<file path="src/rtl/dca_pkg.sv">
// -----------------------------------------------------------------------------
// dca_pkg
// Shared definitions for the decode / control / ALU block of the multi-cycle
// RV32I-subset datapath.
//
// Contents:
//   - opcode constants for the supported instruction classes
//   - global FSM state encodings (driven by the external controller)
//   - instruction class codes reported on the instr_type output
//   - ALU operation codes carried on alucontrol
//   - the packed control-signal bundle registered during EX
//   - opcode_to_type(): opcode -> instruction class lookup
//
// Configuration macro: DCA_EXT_ALU_EN (see rtl/decode_control_alu.sv).
// -----------------------------------------------------------------------------
package dca_pkg;

   localparam logic [6:0] OP_R      = 7'b0110011;
   localparam logic [6:0] OP_LOAD   = 7'b0000011;
   localparam logic [6:0] OP_IARITH = 7'b0010011;
   localparam logic [6:0] OP_STORE  = 7'b0100011;
   localparam logic [6:0] OP_BRANCH = 7'b1100011;

   localparam logic [6:0] FUNCT7_ZERO = 7'b0000000;
   localparam logic [6:0] FUNCT7_ALT  = 7'b0100000;

   // The encoding is not sequential; the external FSM owns these values.
   typedef enum logic [3:0] {
      ST_IF    = 4'b0000,
      ST_ID    = 4'b0001,
      ST_EX    = 4'b0010,
      ST_MEM   = 4'b0011,
      ST_WB    = 4'b0100,
      ST_AUX1  = 4'b0101,
      ST_AUX3  = 4'b0110,
      ST_AUX4  = 4'b0111,
      ST_SUMPC = 4'b1000,
      ST_FIM   = 4'b1001,
      ST_AUX2  = 4'b1111
   } state_t;

   typedef enum logic [2:0] {
      TYPE_R       = 3'b000,
      TYPE_LOAD    = 3'b001,
      TYPE_IARITH  = 3'b010,
      TYPE_S       = 3'b011,
      TYPE_B       = 3'b100,
      TYPE_UNKNOWN = 3'b111
   } instr_type_t;

   typedef enum logic [3:0] {
      ALU_AND = 4'b0000,
      ALU_OR  = 4'b0001,
      ALU_ADD = 4'b0010,
      ALU_XOR = 4'b0011,
      ALU_SLL = 4'b0100,
      ALU_SRL = 4'b0101,
      ALU_SUB = 4'b0110
   } alu_op_t;

   typedef struct packed {
      logic    regiwrite;
      logic    memwrite;
      logic    memread;
      logic    branch;
      logic    memtoreg;
      logic    alusrc;
      alu_op_t alucontrol;
   } ctrl_t;

   // Idle control word: nothing written, nothing accessed, ALU adds.
   localparam ctrl_t CTRL_NOP = '{
      regiwrite:  1'b0,
      memwrite:   1'b0,
      memread:    1'b0,
      branch:     1'b0,
      memtoreg:   1'b0,
      alusrc:     1'b0,
      alucontrol: ALU_ADD
   };

   // Any opcode outside the supported subset maps to TYPE_UNKNOWN, so an
   // all-zero instruction word decodes as unknown rather than as a load.
   function automatic instr_type_t opcode_to_type(input logic [6:0] opcode);
      instr_type_t t;
      case (opcode)
         OP_R:      t = TYPE_R;
         OP_LOAD:   t = TYPE_LOAD;
         OP_IARITH: t = TYPE_IARITH;
         OP_STORE:  t = TYPE_S;
         OP_BRANCH: t = TYPE_B;
         default:   t = TYPE_UNKNOWN;
      endcase
      return t;
   endfunction

endpackage

</file>
<file path="src/rtl/dca_alu_core.sv">
// -----------------------------------------------------------------------------
// dca_alu_core
// Purely combinational execute path: operand-B select, ALU operation and zero
// flag. The parent registers the outputs during the AUX1 state.
//
// Parameters:
//   XLEN          datapath width
// Ports:
//   operand_a     in  XLEN  rs1 value
//   operand_b_reg in  XLEN  rs2 value
//   immediate     in  12    raw 12-bit immediate (sign-extended here)
//   alusrc        in  1     1 selects the immediate as operand B
//   alucontrol    in  4     ALU operation code (dca_pkg::alu_op_t)
//   result        out XLEN  ALU result
//   zero          out 1     result == 0
//
// Configuration macro: DCA_EXT_ALU_EN adds AND, OR and SLL operations.
// -----------------------------------------------------------------------------
module dca_alu_core
   import dca_pkg::*;
#(
   parameter int XLEN = 32
)
(
   input  logic [XLEN-1:0] operand_a,
   input  logic [XLEN-1:0] operand_b_reg,
   input  logic [11:0]     immediate,
   input  logic            alusrc,
   input  logic [3:0]      alucontrol,
   output logic [XLEN-1:0] result,
   output logic            zero
);

   logic [XLEN-1:0] imm_ext;
   logic [XLEN-1:0] operand_b;

   // Immediates are signed 12-bit quantities: replicate bit 11 to full width.
   assign imm_ext   = {{(XLEN-12){immediate[11]}}, immediate};
   assign operand_b = alusrc ? imm_ext : operand_b_reg;

   // Shift amount uses only the low five bits of operand B, as RV32I does;
   // add/sub wrap modulo 2^XLEN. Unknown codes fall back to ADD.
   always_comb begin
      result = operand_a + operand_b;
      case (alu_op_t'(alucontrol))
         ALU_ADD: result = operand_a + operand_b;
         ALU_SUB: result = operand_a - operand_b;
         ALU_XOR: result = operand_a ^ operand_b;
         ALU_SRL: result = operand_a >> operand_b[4:0];
`ifdef DCA_EXT_ALU_EN
         ALU_AND: result = operand_a & operand_b;
         ALU_OR:  result = operand_a | operand_b;
         ALU_SLL: result = operand_a << operand_b[4:0];
`endif
         default: result = operand_a + operand_b;
      endcase
   end

   assign zero = (result == '0);

endmodule

</file>
<file path="src/rtl/decode_control_alu.sv">
// -----------------------------------------------------------------------------
// decode_control_alu
// Decode, control generation and execute block of the multi-cycle RV32I-subset
// datapath (lw, sw, sub, xor, addi, srl, beq). Each part is captured in its own
// global FSM state: decode fields in ID, control signals in EX, ALU result in
// AUX1. All outputs hold their value in every other state.
//
// Parameters:
//   XLEN                      datapath width
// Ports:
//   clk                       in  1     rising-edge clock
//   rst                       in  1     asynchronous, active-low reset
//   state                     in  4     global FSM state (dca_pkg::state_t)
//   instruction               in  32    fetched instruction
//   read_data1, read_data2    in  XLEN  register-file operands (rs1, rs2)
//   opcode, rd, rs1, rs2,
//   funct3, funct7            out       decoded instruction fields
//   immediate                 out 12    raw immediate (B-type holds imm[12:1])
//   negative                  out 1     immediate sign bit
//   instr_type                out 3     instruction class (dca_pkg::instr_type_t)
//                                       ("type" is a SystemVerilog keyword)
//   regiwrite, memwrite, memread,
//   branch, memtoreg, alusrc  out 1     control signals
//   alucontrol                out 4     ALU operation code
//   aluresult2                out XLEN  ALU result
//   aluresult1                out 1     zero flag of the ALU result
//   pcsrc                     out 1     take branch
//
// Configuration macro: DCA_EXT_ALU_EN adds R-type add, and, or and sll.
// -----------------------------------------------------------------------------
module decode_control_alu
   import dca_pkg::*;
#(
   parameter int XLEN = 32
)
(
   input  logic            clk,
   input  logic            rst,
   input  logic [3:0]      state,
   input  logic [31:0]     instruction,
   input  logic [XLEN-1:0] read_data1,
   input  logic [XLEN-1:0] read_data2,
   output logic [6:0]      opcode,
   output logic [4:0]      rd,
   output logic [4:0]      rs1,
   output logic [4:0]      rs2,
   output logic [2:0]      funct3,
   output logic [6:0]      funct7,
   output logic [11:0]     immediate,
   output logic            negative,
   output logic [2:0]      instr_type,
   output logic            regiwrite,
   output logic            memwrite,
   output logic            memread,
   output logic            branch,
   output logic            memtoreg,
   output logic            alusrc,
   output logic [3:0]      alucontrol,
   output logic [XLEN-1:0] aluresult2,
   output logic            aluresult1,
   output logic            pcsrc
);

   instr_type_t     dec_type;
   logic [11:0]     dec_imm;
   logic            dec_neg;
   ctrl_t           ctrl_next;
   ctrl_t           ctrl_q;
   logic [XLEN-1:0] alu_result;
   logic            alu_zero;

   // Instruction-class and immediate extraction straight from the fetched
   // word. The B-type immediate keeps imm[12:1]; the PC adder supplies the
   // implicit zero LSB by shifting left.
   always_comb begin
      dec_type = opcode_to_type(instruction[6:0]);
      dec_imm  = '0;
      dec_neg  = 1'b0;
      case (dec_type)
         TYPE_LOAD, TYPE_IARITH: begin
            dec_imm = instruction[31:20];
            dec_neg = instruction[31];
         end
         TYPE_S: begin
            dec_imm = {instruction[31:25], instruction[11:7]};
            dec_neg = instruction[31];
         end
         TYPE_B: begin
            dec_imm = {instruction[31], instruction[7], instruction[30:25], instruction[11:8]};
            dec_neg = instruction[31];
         end
         default: begin
            dec_imm = '0;
            dec_neg = 1'b0;
         end
      endcase
   end

   // Decode register: refreshed only while the FSM sits in ID, so the fetched
   // instruction bus is free to change afterwards.
   always_ff @(posedge clk or negedge rst) begin
      if (!rst) begin
         opcode     <= '0;
         rd         <= '0;
         rs1        <= '0;
         rs2        <= '0;
         funct3     <= '0;
         funct7     <= '0;
         immediate  <= '0;
         negative   <= 1'b0;
         instr_type <= TYPE_UNKNOWN;
      end else if (state == ST_ID) begin
         opcode     <= instruction[6:0];
         rd         <= instruction[11:7];
         funct3     <= instruction[14:12];
         rs1        <= instruction[19:15];
         rs2        <= instruction[24:20];
         funct7     <= instruction[31:25];
         immediate  <= dec_imm;
         negative   <= dec_neg;
         instr_type <= dec_type;
      end
   end

   // Control generation from the registered decode fields. Anything not in
   // the supported table stays at the no-op word (nothing written, ADD), so
   // an unrecognised instruction can never corrupt architectural state.
   always_comb begin
      ctrl_next = CTRL_NOP;
      case (instr_type_t'(instr_type))
         TYPE_LOAD: begin
            if (funct3 == 3'b010) begin
               ctrl_next.regiwrite = 1'b1;
               ctrl_next.memread   = 1'b1;
               ctrl_next.memtoreg  = 1'b1;
               ctrl_next.alusrc    = 1'b1;
            end
         end
         TYPE_S: begin
            if (funct3 == 3'b010) begin
               ctrl_next.memwrite = 1'b1;
               ctrl_next.alusrc   = 1'b1;
            end
         end
         TYPE_IARITH: begin
            if (funct3 == 3'b000) begin
               ctrl_next.regiwrite = 1'b1;
               ctrl_next.alusrc    = 1'b1;
            end
         end
         TYPE_B: begin
            if (funct3 == 3'b000) begin
               ctrl_next.branch     = 1'b1;
               ctrl_next.alucontrol = ALU_SUB;
            end
         end
         TYPE_R: begin
            case (funct3)
               3'b000: begin
                  if (funct7 == FUNCT7_ALT) begin
                     ctrl_next.regiwrite  = 1'b1;
                     ctrl_next.alucontrol = ALU_SUB;
                  end
`ifdef DCA_EXT_ALU_EN
                  else if (funct7 == FUNCT7_ZERO) begin
                     ctrl_next.regiwrite  = 1'b1;
                     ctrl_next.alucontrol = ALU_ADD;
                  end
`endif
               end
               3'b100: begin
                  if (funct7 == FUNCT7_ZERO) begin
                     ctrl_next.regiwrite  = 1'b1;
                     ctrl_next.alucontrol = ALU_XOR;
                  end
               end
               3'b101: begin
                  if (funct7 == FUNCT7_ZERO) begin
                     ctrl_next.regiwrite  = 1'b1;
                     ctrl_next.alucontrol = ALU_SRL;
                  end
               end
`ifdef DCA_EXT_ALU_EN
               3'b111: begin
                  if (funct7 == FUNCT7_ZERO) begin
                     ctrl_next.regiwrite  = 1'b1;
                     ctrl_next.alucontrol = ALU_AND;
                  end
               end
               3'b110: begin
                  if (funct7 == FUNCT7_ZERO) begin
                     ctrl_next.regiwrite  = 1'b1;
                     ctrl_next.alucontrol = ALU_OR;
                  end
               end
               3'b001: begin
                  if (funct7 == FUNCT7_ZERO) begin
                     ctrl_next.regiwrite  = 1'b1;
                     ctrl_next.alucontrol = ALU_SLL;
                  end
               end
`endif
               default: ctrl_next = CTRL_NOP;
            endcase
         end
         default: ctrl_next = CTRL_NOP;
      endcase
   end

   // Control register: captured in EX from the decode register, which has
   // been stable since the end of ID.
   always_ff @(posedge clk or negedge rst) begin
      if (!rst) begin
         ctrl_q <= CTRL_NOP;
      end else if (state == ST_EX) begin
         ctrl_q <= ctrl_next;
      end
   end

   assign regiwrite  = ctrl_q.regiwrite;
   assign memwrite   = ctrl_q.memwrite;
   assign memread    = ctrl_q.memread;
   assign branch     = ctrl_q.branch;
   assign memtoreg   = ctrl_q.memtoreg;
   assign alusrc     = ctrl_q.alusrc;
   assign alucontrol = ctrl_q.alucontrol;

   dca_alu_core #(
      .XLEN (XLEN)
   ) u_alu_core (
      .operand_a     (read_data1),
      .operand_b_reg (read_data2),
      .immediate     (immediate),
      .alusrc        (alusrc),
      .alucontrol    (alucontrol),
      .result        (alu_result),
      .zero          (alu_zero)
   );

   // Execute register: captured in AUX1 and then held through the memory,
   // write-back and PC-update states that consume it. The branch decision is
   // taken here so PC update sees a stable pcsrc.
   always_ff @(posedge clk or negedge rst) begin
      if (!rst) begin
         aluresult2 <= '0;
         aluresult1 <= 1'b0;
         pcsrc      <= 1'b0;
      end else if (state == ST_AUX1) begin
         aluresult2 <= alu_result;
         aluresult1 <= alu_zero;
         pcsrc      <= ctrl_q.branch & alu_zero;
      end
   end

endmodule

</file>
<file path="config.mk">
export PLATFORM = sky130hd
export DESIGN_NAME = decode_control_alu
export DESIGN_NICKNAME = d
export VERILOG_FILES = /design/src/rtl/dca_pkg.sv /design/src/rtl/dca_alu_core.sv /design/src/rtl/decode_control_alu.sv
export SDC_FILE = /design/constraint.sdc
export NUM_CORES = 1
export LEC_CHECK = 0
export CELL_PAD_IN_SITES_DETAIL_PLACEMENT = 1
export CELL_PAD_IN_SITES_GLOBAL_PLACEMENT = 1
export CORE_MARGIN = 1.5
export CORE_UTILIZATION = 38
export DETAILED_ROUTE_END_ITERATION = 7
export PLACE_DENSITY = 0.84
export SYNTH_ARGS = -nofsm -noshare
export SYNTH_HDL_FRONTEND = slang
export SYNTH_SLANG_ARGS = --single-unit
</file>
<file path="constraint.sdc">
create_clock -name clk -period 7.5 [get_ports clk]
set_input_delay 0.75 -clock clk [delete_from_list [all_inputs] [get_ports clk]]
set_output_delay 0.75 -clock clk [all_outputs]
set_load 0.05 [all_outputs]
</file>
# Word level (Yosys, flattened, before mapping)
# Cells that the tools add are included.
[op_classes]
add_sub_neg = 2
eq_ne = 23
shift = 1
mux = 23
bitwise = 2
reduce_logical = 7
[op_table]
columns = ["cell", "count"]
rows = [
  ["$pmux 32 s3", 1],
  ["$pmux 12 s3", 1],
  ["$add 32x32->32", 1],
  ["$logic_not 32->1", 1],
  ["$mux 32", 1],
  ["$shr 32x5->32", 1],
  ["$sub 32x32->32", 1],
  ["$xor 32x32->32", 1],
  ["$eq 7x6->1 const B", 3],
  ["$eq 3x2->1 const B", 5],
  ["$pmux 3 s5", 1],
  ["$eq 3x3->1 const B", 4],
  ["$eq 4x3->1 const B", 3],
  ["$mux 1", 10],
  ["$mux 3", 3],
  ["$pmux 3 s3", 1],
  ["$eq 4x2->1 const B", 2],
  ["$eq 7x2->1 const B", 1],
  ["$eq 7x5->1 const B", 1],
  ["$eq 7x7->1 const B", 1],
  ["$logic_not 7->1", 1],
  ["$eq 3x1->1 const B", 2],
  ["$logic_not 3->1", 2],
  ["$pmux 1 s3", 2],
  ["7 further kinds", 8],
]
[totals]
reg_bits = 92
in_bits = 102
output_inout_bits = 92
elab_cells = 77

# Longest topological paths before layout
# Gate-level depths: netlist (run 1).
[logic_depth]
depth_word = 5
ltp_mapped = 28
ltp_nobuf = 23

# Modules after synthesis
# Synthesis (run 1) repeated with hierarchy kept, for this count alone.
[unflattened]
hier_cells = 1175
area_unflattened_um2 = 9545.4
[modules_own_cells]
columns = ["module", "n_inst", "cells_per_inst", "area_per_inst_um2", "seq_area_each_um2"]
rows = [
  ["dca_alu_core", 1, 805, 5749.3, 0.0],
  ["decode_control_alu", 1, 370, 3796.1, 2257.2],
]

# Worst setup path before layout (run 1)
# OpenSTA, ideal clock, no wires.
[synth_path]
path_kind = "register to register"
from = "register ctrl_q (netlist bit alusrc)"
to = "register pcsrc"
setup_ps = 92
arrival_time_ps = 5726
required_ps = 7408
slack_ps = 1682
path_stages_with_launch = 27
n_path_buf = 4
synth_period_minus_slack_ps = 5818
path_cell_list = "dfrtp_1 > buf_6 > mux2i_4 > buf_2 > buf_2 > ha_1 > nand4_1 > nor2_1 > o2111ai_1 > nor2_1 > o21ai_0 > o41ai_1 > xnor2_1 > o21ai_1 > ha_1 > clkbuf_1 > nand2_1 > o21a_1 > o21ai_0 > a21oi_1 > o22ai_1 > a41oi_1 > and4b_1 > or3_1 > nor4_1 > nand4_1 > o31ai_2"
[synth_via]
elab_chain_cells = 5
elab_cells_between_ends = 8
cone_classes = "2 x add/sub; 1 x shift; 2 x mux; 2 x bitwise; 1 x reduce/logical"
[synth_rtl]
columns = ["item", "line_no", "source"]
rows = [
  ["start, declared", "decode_control_alu.sv:68", "ctrl_t ctrl_q;"],
  ["start signal, assigned", "decode_control_alu.sv:216", "ctrl_q <= ctrl_next;"],
  ["$mux 32 (*)", "dca_alu_core.sv:39", "assign operand_b = alusrc ? imm_ext : operand_b_reg;"],
  ["$add 32x32->32, or another cell as far along", "-", ""],
  ["$pmux 32 s3 (*)", "dca_alu_core.sv:45", "case (alu_op_t'(alucontrol))"],
  ["$logic_not 32->1 (*)", "dca_alu_core.sv:59", "assign zero = (result == '0);"],
  ["$and 1x1->1 (*)", "decode_control_alu.sv:251", "pcsrc <= ctrl_q.branch & alu_zero;"],
  ["end signal, assigned", "decode_control_alu.sv:251", ""],
  ["end, declared", "decode_control_alu.sv:61", "output logic pcsrc"],
]
# Every way passes the cells marked *; elsewhere a longest branch is shown, timed or not.
# A chain may end at the register's enable or synchronous reset.

# Worst setup path after layout (run 1)
# Ends and elaborated chain as after synthesis.

==> metrics.md, run 1 <==
| Metric | Value |
|---|---|
| Seq/Total Area, Yosys | `25.04%` |
| Dpl hpwl | `30270 um` |
| Setup crit end | `pcsrc` |
| Die width | `157.0 um` |
| DR vias | `9769` |
| CP max-delay cell | `o31ai_2` |
| Leakage power | `4.756 nW` |
| Post-DRT Antenna Nets | `0` |
| Ant. Diodes | `0` |
| Die Ht | `157.0 um` |
| Drt drc | `0` |
| Unrepaired setup endpoints after global routing | `false` |
| Grt ovf | `0` |
| CTS tree | `yes` |
| Area after DPL | `11130 um^2` |
| CP Buf/Inv Count | `1` |
| CP delay by family, top | `simple AND/OR/NAND/NOR gates` |
| FFs w/ async S/R, synth | `100.0%` |
| Period utilisation layout | `84.63%` |
| Average wire per standard cell | `23.78 um` |
| Antenna violations before repair | `0` |
| Worst-Margin Slew | `1.152 ns` |
| Post-synth EDFFs | `0` |
| TNS Setup | `0 ns` |
| Root buffer cell | `clkbuf_16` |
| Ports | `194` |
| Final Instance Count excl. Fillers | `1610` |
| Max Clk Rate | `157.6 MHz` |
| Synthesis-to-finish area growth | `27.02%` |
| WP depth | `19` |
| Synth Flop Type | `dfrtp_1` |
| Final Net Count | `1421` |
| Final min period | `6.347 ns` |
| Synth Net Count | `1276` |
| Synth warn | `0` |
| Most frequent cells in the layout | `nand2_1 (263), clkdlybuf4s50_1 (191), dfrtp_1 (85)` |
| Initial Utilization | `38.52%` |
| Setup CP Type | `reg2reg` |
| R2r startpoint | `alusrc` |
| Fin util | `48.93%` |
| Worst-path maximum fanout | `25` |
| Worst R2R Setup Slack | `1.15 ns` |
| Endpoint class of the critical path | `flop` |
| Reg2reg end | `pcsrc` |
| Setup crit start | `alusrc` |
| Netlist Area Pre-Place | `9015 um^2` |
| Filler Cells Inserted | `2883` |
| Final Cell Area | `11450 um^2` |
| CTS Buf Count | `9` |
| Post-CTS Setup Repair Bufs | `0` |
| 1st-pass router iterations | `7` |
| Htree depth | `3` |
| Clk sinks | `90` |
| Commonest non-fill, non-tap cell in the layout | `nand2_1` |
| Critical Path RT | `7.77 ns` |
| Cells after Synth | `1141` |
| Mean Syn Cell Area | `7.901 um^2` |
| Reg2reg path depth | `19` |
| Setup Skew | `0.01671 ns` |
| Crit start category | `flop` |
| Tot GR Track Use | `31.43%` |
| Worst-path clk slew | `0.09 ns` |
| Worst path cell trace | `clkinv_1 -> o31ai_2 -> nand4_1 -> nor2_1 -> o2111ai_1 -> o41ai_1 -> xnor2_1 -> o21ai_0 -> ha_1 -> nand4_1 -> or3_1 -> or3_1 -> o21ai_0 -> a41oi_1 -> and4b_1 -> or3_1 -> nor4_1 -> nand4_1 -> o31ai_2` |
| Peak supply drop | `134.9 uV` |
| Critical Path AT | `6.62 ns` |
| Endpoints failing setup | `0` |
| Final Max Tran Viols | `0` |
| GP Congestion | `0.9544` |
| Layout cells sized above 1 | `6.352%` |
| Pin count of the biggest net entering global routing | `57` |
| Max_cap viols | `0` |
| Outcome | `finished clean` |
| Number of buffers on the longest clock path | `2` |
| First-pass GRT wire length | `59060 um` |
| CP max stage delay | `0.74 ns` |
| PwrDens | `255.3 nW/um^2` |
| Routed vias/inst | `6.068` |
| Worst skew pair latency | `0.37 ns` |
| Rows | `56` |
| Final wirelength | `38290 um` |
| IO Port Bufs | `192` |
| Placed Cells | `1594` |
| Post-CTS Resized | `0` |
| Yosys reg bits | `90` |
| Hold Slack | `0.3219 ns` |
| Vias in the first global route | `10090` |
| Fin. Hold Viols | `0` |
| Core region area | `23400 um^2` |
| Die area | `24660 um^2` |
| Slew headroom | `23.11%` |
| Count of cell types in the netlist | `84` |
| Hold Buf Count CTS | `0` |
| Worst min path class | `in2async` |
| Initial DRC Count | `825` |
[state kept, by name, indices dropped and copies added, names as in the netlist]
signal	cells
branch	1
memread	1
alusrc	1
immediate	12
aluresult2	32
rs1	5
rs2	5
opcode	7
alucontrol	3
negative	1
pcsrc	1
funct7	7
regiwrite	1
aluresult1	1
memwrite	1
funct3	3
rd	5
instr_type	3
[final cells by class]
| class | count | area [um^2] | share of cell area, % |
|---|---|---|---|
| Inverter | 13 | 51.30 | 0.4480 |
| Clock inverter | 7 | 95.09 | 0.8304 |
| Timing Repair Buffer | 208 | 2039 | 17.81 |
| Tap cell | 319 | 399.1 | 3.486 |
| Multi-Input combinational cell | 964 | 6382 | 55.74 |
| Clock buffer | 9 | 225.2 | 1.967 |
| Sequential cell | 90 | 2258 | 19.72 |
[cells in the mapped netlist, types with 6 or more instances]
cell type,n,area (um^2)
a211oi_1,11,82.58
a21o_1,15,112.6
a21oi_1,82,410.4
a221oi_1,6,52.55
a222oi_1,7,70.07
a22oi_1,12,90.09
a31oi_1,9,56.30
and2_1,8,50.05
buf_1,7,26.28
buf_2,7,35.03
clkbuf_1,51,191.4
dfrtp_1,86,2152
ha_1,32,400.4
inv_1,10,37.54
mux2_2,6,67.56
mux2i_1,50,500.5
mux4_2,18,405.4
nand2_1,263,987.2
nand2b_1,7,43.79
nand3_1,26,130.1
nand3b_1,6,45.04
nand4_1,9,56.30
nor2_1,59,221.5
nor2b_1,9,56.30
nor3_1,16,80.08
nor4_1,7,43.79
o211ai_1,7,52.55
o21a_1,11,82.58
o21ai_0,73,365.4
o22ai_1,16,100.1
o31ai_1,10,75.07
or3_1,8,50.05
xnor2_1,42,367.9
xor2_1,43,376.6
[worst min-delay path by stage]
stage | slack (ns) | to
2_1_floorplan | 0.45 | alucontrol[0]
3_3_place_gp | 0.46 | rs1[2]
3_5_place_dp | 0.46 | aluresult2[7]
4_1_cts | 0.34 | aluresult2[3]
5_1_grt | 0.36 | aluresult2[3]
6_report | 0.32 | aluresult2[5]
[metrics by stage]
stage          power (mW)  setup WS, ns
2_1_floorplan       1.791         1.682
3_3_place_gp        2.355         1.158
4_1_cts             2.913         1.259
5_1_grt             3.066        0.6626
6_report            2.924         1.153
3_5_place_dp        2.388        0.9203
[cell families (layout without fill, tap and decap cells)]
| family | Yosys count | count (layout) | share of synthesized area [%] |
|---|---|---|---|
| flip-flops | 90 | 90 | 25.04 |
| AO/OA/AOI/OAI | 316 | 316 | 22.83 |
| AND/OR/NAND/NOR | 447 | 447 | 22.04 |
| other | 1 | 1 | 0.04160 |
| adder cells (fa/ha/maj) | 33 | 33 | 4.663 |
| XOR/XNOR | 85 | 85 | 8.258 |
| buffers and inverters | 87 | 237 | 4.330 |
| multiplexers | 82 | 82 | 12.80 |
[power by group]
group	internal [mW]	switching (mW)
combinational	0.615	1.12
clock	0.270	0.248
sequential	0.591	0.0773
total	1.48	1.45
[routing by layer]
layer  share of wire, %  GRT usage, %
met4                3.3         10.92
met1                 41         39.84
met3                9.2         7.819
met5                  0             0
met2                 46         52.02
No activity file was read; power rests on OpenSTA's default activity.
==> inputs of run 2 (changes only) <==
--- a/config.mk
+++ b/config.mk
@@ -8,9 +8,9 @@
 export CELL_PAD_IN_SITES_DETAIL_PLACEMENT = 1
 export CELL_PAD_IN_SITES_GLOBAL_PLACEMENT = 1
 export CORE_MARGIN = 1.5
-export CORE_UTILIZATION = 38
+export CORE_UTILIZATION = 35
 export DETAILED_ROUTE_END_ITERATION = 7
-export PLACE_DENSITY = 0.84
+export PLACE_DENSITY = 0.81
 export SYNTH_ARGS = -nofsm -noshare
 export SYNTH_HDL_FRONTEND = slang
 export SYNTH_SLANG_ARGS = --single-unit
==> constraint.sdc (replaced) <==
create_clock -name clk -period 5.19 [get_ports clk]
set_input_delay 0.519 -clock clk [delete_from_list [all_inputs] [get_ports clk]]
set_output_delay 0.519 -clock clk [all_outputs]
set_load 0.05 [all_outputs]
==> run 2 against run 1 <==
Net effect:
- worst hold slack got worse by 0.23 ns
- largest power group unchanged
- die area increased by 8.4%
- wire length increased by 8.4%
- register-to-register slack got worse by 1.2 ns
- sequential power increased by 43%
- sequential share of layout area decreased by 2.1 points
- clock-buffer cell count unchanged
- global-route usage decreased by 0.17 points
- final area increased by 12%
- the flow now finishes with violations (setup timing)
- first-iteration DRC count increased by 15%
- largest cell class unchanged
- total power increased by 58%
- final cell count increased by 10%
==> metrics.md, run 2 (synthesis results as in run 1) <==
| Metric | Value |
|---|---|
| Outcome | `finished with violations` |
| Failing checks | `setup timing` |
| Final Max Tran Viols | `0 (unchanged)` |
| Peak supply drop | `251.8 uV (+87%)` |
| Rows | `58 (+3.6%)` |
| Average wire per standard cell | `23.40 um (-1.6%)` |
| Htree depth | `3 (unchanged)` |
| CP max stage delay | `0.49 ns (-0.25 ns)` |
| Routed vias/inst | `5.865 (-3.3%)` |
| Dpl hpwl | `32890 um (+8.7%)` |
| Final min period | `5.200 ns` |
| Setup Skew | `0.02148 ns (+0.004774 ns)` |
| Slew headroom | `18.07% (-5.0 points)` |
| Leakage power | `5.545 nW (+17%)` |
| Most frequent cells in the layout | `nand2_1 (262), clkdlybuf4s50_1 (190), buf_4 (168)` |
| Number of buffers on the longest clock path | `2 (unchanged)` |
| Die Ht | `163.5 um (+4.1%)` |
| Unrepaired setup endpoints after global routing | `true` |
| 1st-pass router iterations | `8 (+1)` |
| Root buffer cell | `clkbuf_16` |
| Synthesis-to-finish area growth | `41.83%` |
| Hold Slack | `0.09184 ns (-0.2300 ns)` |
| Initial DRC Count | `948 (+15%)` |
| Max FFs per register | `32 (unchanged)` |
| Worst path cell trace | `clkdlybuf4s50_1 -> or3_4 -> o31ai_4 -> nand4_1 -> nor2_2 -> o2111ai_4 -> o41ai_2 -> xnor2_1 -> o21ai_1 -> ha_1 -> nand4_1 -> or3_4 -> or3_4 -> o211a_4 -> xnor2_1 -> a222oi_1 -> nand4_1 -> nor4_2 -> nand4_1 -> o31ai_2` |
| First-pass GRT wire length | `63560 um (+7.6%)` |
| Tot GR Track Use | `31.27% (-0.17 points)` |
| CP max-delay cell | `clkdlybuf4s50_1` |
| Commonest non-fill, non-tap cell in the layout | `nand2_1` |
| Fin. Hold Viols | `0 (unchanged)` |
| Worst-path maximum fanout | `3 (-88%)` |
| Filler Cells Inserted | `3069 (+6.5%)` |
| TNS Setup | `-0.009872 ns (-0.009872 ns)` |
| Setup CP Type | `in2reg` |
| Endpoint class of the critical path | `flop` |
| CTS Buf Count | `9 (unchanged)` |
| CP delay by family, top | `simple AND/OR/NAND/NOR gates` |
| Worst-Margin Slew | `1.195 ns (+0.04262 ns)` |
| Initial Utilization | `35.70% (-2.8 points)` |
| Core region area | `25250 um^2 (+7.9%)` |
| Hold Buf Count CTS | `0 (unchanged)` |
| Antenna violations before repair | `1 (+1)` |
| Setup ws final | `-0.009872 ns (-1.163 ns)` |
| Clk sinks | `90 (unchanged)` |
| Critical Path RT | `5.46 ns (-2.31 ns)` |
| Fin util | `50.63% (+1.7 points)` |
| Worst min path class | `in2async` |
| Pin count of the biggest net entering global routing | `57 (unchanged)` |
| Period utilisation layout | `100.2%` |
| Vias in the first global route | `10610 (+5.1%)` |
| Ports | `194 (unchanged)` |
| Grt ovf | `0 (unchanged)` |
| Pre-CTS setup slack | `-0.5156 ns (-1.436 ns)` |
| Drt drc | `0 (unchanged)` |
| Final Net Count | `1573 (+11%)` |
| Layout cells sized above 1 | `17.95% (+12 points)` |
| Most flops, register | `aluresult2` |
| Worst-path clk slew | `0.09 ns (about the same)` |
| Final wirelength | `41510 um (+8.4%)` |
| IO Port Bufs | `192 (unchanged)` |
| Largest regs | `aluresult2 (32), immediate (12)` |
| Die area | `26730 um^2 (+8.4%)` |
| Post-DRT Antenna Nets | `0 (unchanged)` |
| GP Congestion | `0.9620 (+0.80%)` |
| Max Clk Rate | `192.3 MHz` |
| PwrDens | `361.2 nW/um^2 (+41%)` |
| Worst skew pair latency | `0.37 ns (about the same)` |
| DR vias | `10400 (+6.5%)` |
| Power, Total | `4.618 mW (+58%)` |
| Max_cap viols | `0 (unchanged)` |
| Die width | `163.5 um (+4.1%)` |
| Endpoints failing setup | `1 (+1)` |
| Crit path top cell by count | `nand4_1` |
| Critical Path AT | `5.47 ns (-1.15 ns)` |
| CTS tree | `yes` |
| CP Buf/Inv Count | `1 (unchanged)` |
| Crit start category | `primary input` |
run 2: changes by cell type in the layout (fill, tap and decap cells not counted), sizes merged:
cell / previous run / this run
buf: 17 / 169
diode: 0 / 1
clkdlybuf4s50: 191 / 190
dlymetal6s2s: 0 / 1
run 2: through the flow:
step / instance area [um^2] / cells
after floorplan: 9116 / 1141
after global placement: 12200 / 1738
after detailed placement: 12200 / 1738
after CTS: 12610 / 1761
after global routing: 12780 / 1773
final: 12790 / 1774
run 2: repair_timing:
action	CTS	global route
gates cloned	0	0
gates resized for setup	7	20
setup buffers	7	12
endpoints found under the setup margin	2	5
pin swaps	2	14
run 2: final cells by class:
class                      instances  area, um^2  share of cell area [%]
clock inverter                     7       92.59                  0.7241
clock buffer                       9       225.2                   1.761
antenna                            1       2.502                 0.01957
sequential                        90        2258                   17.66
multi-input combinational        964        6551                   51.24
tap                              330       412.9                   3.229
timing repair buffer             360        3187                   24.92
inverter                          13       56.30                  0.4404
run 2: worst paths after layout:
kind | start | end | slack [ns] | cells after the start
worst min-delay path | rst | aluresult2[20] | 0.09 | 1
worst max-delay path | read_data2[3] | pcsrc | -0.01 | 20
worst max register to register | alusrc | pcsrc | 0 | 20
max in group asynchronous | rst | alusrc | 3.90 | 2
worst min register to register | aluresult2[3] | aluresult2[3] | 0.47 | 2
min in group clk | aluresult2[3] | aluresult2[3] | 0.47 | 2
run 2: power breakdown:
group          switching [mW]  total [mW]  leakage [nW]  internal (mW)
combinational            1.73        2.92          4.25           1.19
sequential              0.102       0.956          1.14          0.854
clock                   0.352       0.741         0.156          0.389
run 2: per-layer routing:
| layer | global-route usage [%] | share of wire, % | vias to the layer above |
|---|---|---|---|
| met2 | 51.46 | 47 | 453 |
| met4 | 8.430 | 2.6 | 0 |
| li1 | - | - | 4752 |
| met5 | 0 | 0 | - |
| met3 | 7.237 | 8.1 | 66 |
| met1 | 40.96 | 43 | 5133 |
